$ cat config.mk
export PLATFORM = sky130hd
export DESIGN_NAME = meu_dmux8way16_reg
export DESIGN_NICKNAME = d
export VERILOG_FILES = /design/src/rtl/meu_dmux8way16_reg_pkg.sv /design/src/rtl/meu_dmux8way16_reg_canal.sv /design/src/rtl/meu_dmux8way16_reg.sv
export SDC_FILE = /design/constraint.sdc
export NUM_CORES = 1
export LEC_CHECK = 0
export ABC_CLOCK_PERIOD_IN_PS = 2900
export CORE_MARGIN = 1.5
export CORE_UTILIZATION = 41
export DETAILED_ROUTE_END_ITERATION = 8
export PLACE_DENSITY = 0.76
export RECOVER_POWER = 50
export SYNTH_ARGS = -nofsm -noshare
export SYNTH_HDL_FRONTEND = slang
export SYNTH_HIERARCHICAL = 1
export SYNTH_SLANG_ARGS = --single-unit
$ cat constraint.sdc
create_clock -name clk -period 2.9 [get_ports clk]
set_clock_uncertainty 0.1 [all_clocks]
set_input_delay 0.87 -clock clk [delete_from_list [all_inputs] [get_ports clk]]
set_output_delay 0.87 -clock clk [all_outputs]
set_load 0.005 [all_outputs]
$ cat src/rtl/meu_dmux8way16_reg_pkg.sv
// Shared constants for the 8-way 16-bit registered demultiplexer.
// Optional per-channel delivery counters are enabled with DMUX8_CONTADORES_EN.
package meu_pkg_canais;

    localparam int unsigned LARGURA_PADRAO   = 16;
    localparam int unsigned LARGURA_CONTADOR = 8;
    localparam int unsigned NUM_CANAIS       = 8;
    localparam int unsigned LARGURA_SEL      = 3;

    localparam logic [LARGURA_SEL-1:0] CANAL_A = 3'd0;
    localparam logic [LARGURA_SEL-1:0] CANAL_B = 3'd1;
    localparam logic [LARGURA_SEL-1:0] CANAL_C = 3'd2;
    localparam logic [LARGURA_SEL-1:0] CANAL_D = 3'd3;
    localparam logic [LARGURA_SEL-1:0] CANAL_E = 3'd4;
    localparam logic [LARGURA_SEL-1:0] CANAL_F = 3'd5;
    localparam logic [LARGURA_SEL-1:0] CANAL_G = 3'd6;
    localparam logic [LARGURA_SEL-1:0] CANAL_H = 3'd7;

    // One-hot decode of a channel index.
    function automatic logic [NUM_CANAIS-1:0] decodifica_canal(input logic [LARGURA_SEL-1:0] sel);
        return NUM_CANAIS'(1) << sel;
    endfunction

endpackage

$ cat src/rtl/meu_dmux8way16_reg_canal.sv
// One-entry valid/ready holding register for a single demux channel.
// With DMUX8_CONTADORES_EN defined it also counts completed deliveries.
module meu_registro_canal
    import meu_pkg_canais::*;
#(
    parameter int unsigned LARGURA = LARGURA_PADRAO
) (
    input  logic                        clk,
    input  logic                        reset,
    input  logic                        i_carga,
    input  logic [LARGURA-1:0]          i_dados,
    input  logic                        i_pronta,
`ifdef DMUX8_CONTADORES_EN
    output logic [LARGURA_CONTADOR-1:0] o_contador,
`endif
    output logic [LARGURA-1:0]          o_dados,
    output logic                        o_valida,
    output logic                        o_livre_c
);

    logic [LARGURA-1:0] r_dados;
    logic               r_valida;
    logic               w_drena;

    // A word leaves when the consumer takes it; the slot is free if empty or leaving.
    assign w_drena   = r_valida & i_pronta;
    assign o_livre_c = ~r_valida | i_pronta;
    assign o_dados   = r_dados;
    assign o_valida  = r_valida;

    // Holding register: load wins over drain so a same-cycle refill keeps valid high.
    always_ff @(posedge clk) begin
        if (reset) begin
            r_dados  <= '0;
            r_valida <= 1'b0;
        end else if (i_carga) begin
            r_dados  <= i_dados;
            r_valida <= 1'b1;
        end else if (w_drena) begin
            r_valida <= 1'b0;
        end
    end

`ifdef DMUX8_CONTADORES_EN
    logic [LARGURA_CONTADOR-1:0] r_contador;

    assign o_contador = r_contador;

    // Delivery counter, wraps naturally at its width.
    always_ff @(posedge clk) begin
        if (reset) begin
            r_contador <= '0;
        end else if (w_drena) begin
            r_contador <= r_contador + LARGURA_CONTADOR'(1);
        end
    end
`endif

endmodule

$ cat src/rtl/meu_dmux8way16_reg.sv
// Registered 1-to-8 demultiplexer: routes each accepted word to the channel
// chosen by seletor_ctrl. Optional macro: DMUX8_CONTADORES_EN (delivery counters).
module meu_dmux8way16_reg
    import meu_pkg_canais::*;
#(
    parameter int unsigned LARGURA = LARGURA_PADRAO
) (
    input  logic                    clk,
    input  logic                    reset,
    input  logic [LARGURA-1:0]      entrada_dados,
    input  logic                    entrada_valida,
    output logic                    entrada_pronta,
    input  logic [LARGURA_SEL-1:0]  seletor_ctrl,
    output logic [LARGURA-1:0]      saida_a,
    output logic [LARGURA-1:0]      saida_b,
    output logic [LARGURA-1:0]      saida_c,
    output logic [LARGURA-1:0]      saida_d,
    output logic [LARGURA-1:0]      saida_e,
    output logic [LARGURA-1:0]      saida_f,
    output logic [LARGURA-1:0]      saida_g,
    output logic [LARGURA-1:0]      saida_h,
    output logic [NUM_CANAIS-1:0]   saida_valida,
`ifdef DMUX8_CONTADORES_EN
    output logic [NUM_CANAIS*LARGURA_CONTADOR-1:0] contador_entregas,
`endif
    input  logic [NUM_CANAIS-1:0]   saida_pronta
);

    logic [NUM_CANAIS-1:0] w_sel_oh;
    logic [NUM_CANAIS-1:0] w_livre;
    logic [NUM_CANAIS-1:0] w_carga;
    logic                  w_aceita;
    logic [LARGURA-1:0]    w_dados [NUM_CANAIS];

    // Ready reflects only the currently selected channel; independent of entrada_valida.
    assign w_sel_oh       = decodifica_canal(seletor_ctrl);
    assign entrada_pronta = w_livre[seletor_ctrl];
    assign w_aceita       = entrada_valida & entrada_pronta;
    assign w_carga        = {NUM_CANAIS{w_aceita}} & w_sel_oh;

    for (genvar g = 0; g < NUM_CANAIS; g++) begin : g_canal
        meu_registro_canal #(
            .LARGURA    (LARGURA)
        ) u_canal (
            .clk        (clk),
            .reset      (reset),
            .i_carga    (w_carga[g]),
            .i_dados    (entrada_dados),
            .i_pronta   (saida_pronta[g]),
`ifdef DMUX8_CONTADORES_EN
            .o_contador (contador_entregas[g*LARGURA_CONTADOR +: LARGURA_CONTADOR]),
`endif
            .o_dados    (w_dados[g]),
            .o_valida   (saida_valida[g]),
            .o_livre_c  (w_livre[g])
        );
    end

    assign saida_a = w_dados[CANAL_A];
    assign saida_b = w_dados[CANAL_B];
    assign saida_c = w_dados[CANAL_C];
    assign saida_d = w_dados[CANAL_D];
    assign saida_e = w_dados[CANAL_E];
    assign saida_f = w_dados[CANAL_F];
    assign saida_g = w_dados[CANAL_G];
    assign saida_h = w_dados[CANAL_H];

endmodule

==> impl_metrics.csv <==
group,metric,value,unit
outcome,status,"finished clean",
power_and_ir_drop,p_per_area,568,nW/µm²
timing,fmax,350,MHz
power_and_ir_drop,vdd_drop_max,362,µV
critical_path,crit_path_frequent_cell,"nand2b_4",
critical_path,worstPathCellList,"clkdlybuf4s50_1 > nand2b_4 > nand2b_4 > nand4_1 > and3_1 > buf_2",
detailed_routing,finalWirelength,13200,µm
timing,report.final.slew_viol_count,0,
detailed_routing,viasPerCell,4.73,
floorplan,die_x,114,µm
detailed_routing,routedWlPerCell,16.0,µm
synthesis,syn_avg_cell_area,10.7,µm²
timing,tightest_slew,1240,ps
synthesis,yosysUniqueCellTypes,20,
critical_path,endpoint_kind,"output port",
detailed_routing,drc,0,
clocking,numCtsBuffers,17,
critical_path,start_kind,"primary input",
critical_path,critPathRequiredTime,1930,ps
place,port_buffers,166,
synthesis,synth_top_cell_area_share,0.534,
clocking,clkTransAtPathRegs,50,ps
timing,whs,391,ps
timing,finalSetupViolations,0,
cells_and_area,areaGrowthSynthToFinish,46.9,%
clocking,h-tree-depth,4,
detailed_routing,vias,3913,
timing,fin_crit,2860,ps
clocking,clkLatencyLatePin,410,ps
cells_and_area,drive_above_1_share,0.0956,
global_routing,overflow,0,
place,place_area,6900,µm²
detailed_routing,drtIter0Drc,218,
critical_path,path_class,"in2out",
floorplan,core_area,12100,µm²
timing,fin_crit_sh,0.985,
clocking,cts_tree,"built",
floorplan,initial_core_util,0.422,
min_path,hold_path_startpoint,"g_canal[1].u_canal/o_dados[13]",
critical_path,startpoint,"saida_pronta[5]",
cells_and_area,stdcell_area,7490,µm²
clocking,clockBufferDepth,2,
clocking,root_buffer,"clkbuf_16",
synthesis,synth_cells,476,
global_routing,antenna_found_initial,0,
place,gp_congestion,0.867,
global_routing,grt_pass1_wl,21000,µm
detailed_routing,ant_nets,0,
synthesis,synth.net_count,506,
floorplan,num_rows,40,
floorplan,dieHeight,114,µm
global_routing,grt_pass1_vias,4021,
critical_path,cp_max_fo,2,
floorplan,die-area,13100,µm²
timing,hold_violations,0,
synthesis,ys_warn_count,6,
timing,slew_headroom,0.172,
critical_path,arrival,1890,ps
job,cap_violations,0,
synthesis,synth-seq-area-share,0.534,
floorplan,io_pins,167,
synthesis,syn_area,5090,µm²
cells_and_area,regArea,2720,µm²
synthesis,yosys-top-cells-area,"dfxtp_1 (53%), mux2i_1 (25%), nor2_1 (9.9%)",
critical_path,slowest_stage,"clkdlybuf4s50_1",
clocking,holdBufCountCts,0,
cells_and_area,multi_input_area,2120,µm²
synthesis,yosys.area.top_type,"dfxtp_1",
detailed_routing,drtPass1Iterations,4,
min_path,hold_path_class,"reg2reg",
clocking,clock-sinks,136,
cells_and_area,fin_nets,678,
power_and_ir_drop,leakage,2.73,nW
critical_path,reg2reg_from,"g_canal[3].u_canal/o_valida",
global_routing,grt_max_degree,48,
critical_path,slowest_delay,400,ps
cells_and_area,fill_cells,1010,
cells_and_area,diodes,0,
global_routing,grt_usage,0.210,
place,hpwl,9230,µm
synthesis,ys_ff_latch,136,
[cell usage after synthesis, drive strengths merged]
| cell type | n |
|---|---|
| a22oi | 1 |
| nand3 | 2 |
| nand2b | 11 |
| nor2 | 135 |
| and3 | 1 |
| or3b | 1 |
| nor3b | 1 |
| a21oi | 8 |
| and2b | 1 |
| nand3b | 1 |
| a211oi | 1 |
| nor2b | 1 |
| dfxtp | 136 |
| nand2 | 5 |
| mux2i | 129 |
| nand4 | 1 |
| buf | 33 |
| inv | 8 |
[worst paths after layout]
path	end	slack [ps]	cells after the start
setup / recovery	entrada_pronta	40	6
hold / removal	g_canal[1].u_canal/o_dados[13]	390	2
setup reg to reg	g_canal[3].u_canal/o_dados[6]	770	7
hold reg to reg	g_canal[1].u_canal/o_dados[13]	390	2
[logic make-up (layout without fill, tap and decap cells)]
family,Yosys count,in the layout,synth area share
and+or+nand+nor,160,160,0.128
DFF,136,136,0.534
muxes,129,129,0.253
buffers and inverters,41,224,0.0729
AOI/OAI and AO/OA,10,10,0.0108
[repair_timing]
| action | 4_1_cts | 5_1_grt |
|---|---|---|
| setup endpoints to repair | 1 | 1 |
| gates resized for setup | 23 | 8 |
| setup buffers | 2 | 1 |
| pin swaps | 4 | 2 |
[report_power, final]
group / total (mW) / switching (mW) / internal (mW)
logic: 0.335 / 0.158 / 0.177
registers: 1.93 / 0.0229 / 1.91
clock network: 1.98 / 0.726 / 1.26
[stage by stage]
step	cells	power, mW	setup TNS [ps]	setup WS [ps]	utilization
after CTS	826	4.30	0	0.0340	0.623
after floorplan	476	2.12	0	452	-
final	827	4.25	0	42.1	0.621
after global routing	827	4.41	-15.6	-9.44	0.621
after detailed placement	794	2.31	-573	-573	0.572
after global placement	794	2.30	-534	-534	0.572
[final cells by class]
class	count	area share
Sequential cell	136	0.364
Multi-Input combinational cell	299	0.283
Timing Repair Buffer	186	0.249
Clock buffer	27	0.0672
Tap cell	168	0.0281
Clock inverter	3	0.00535
Inverter	8	0.00401
[sequential cells by signal, summed over array words and instances, names as in the netlist]
signal,cells
g_canal.u_canal/o_valida,8
g_canal.u_canal/o_dados,128
[critical path, delay by kind of cell]
family                 cells  cell delay [ps]
and+or+nand+nor            4              480
buffers and inverters      2              520
[metal layers]
layer  global-route usage  wire, µm  up-vias  part of all wire
li1                     -         -     1911                 -
met1                0.248      5690     1854              0.43
met2                0.352      6350      130              0.48
met3               0.0810       996       18             0.075
met4               0.0667       194        0             0.015
met5                    0         0        -                 0
[cells in the final DEF, fill, tap and decap left out, types with 3 or more instances in the layout]
cell type and n:
a21oi_1 8, dlymetal6s4s_1 3, clkdlybuf4s50_1 156, nand2b_4 11, mux2i_1 129, inv_1 8
buf_4 10, nand2_1 3, dfxtp_1 136, clkbuf_1 8, dlygate4sd2_1 6, clkbuf_8 4
nor2_2 5, buf_12 5, nor2_1 130, clkbuf_16 17
Power figures use the tool's default switching activity.
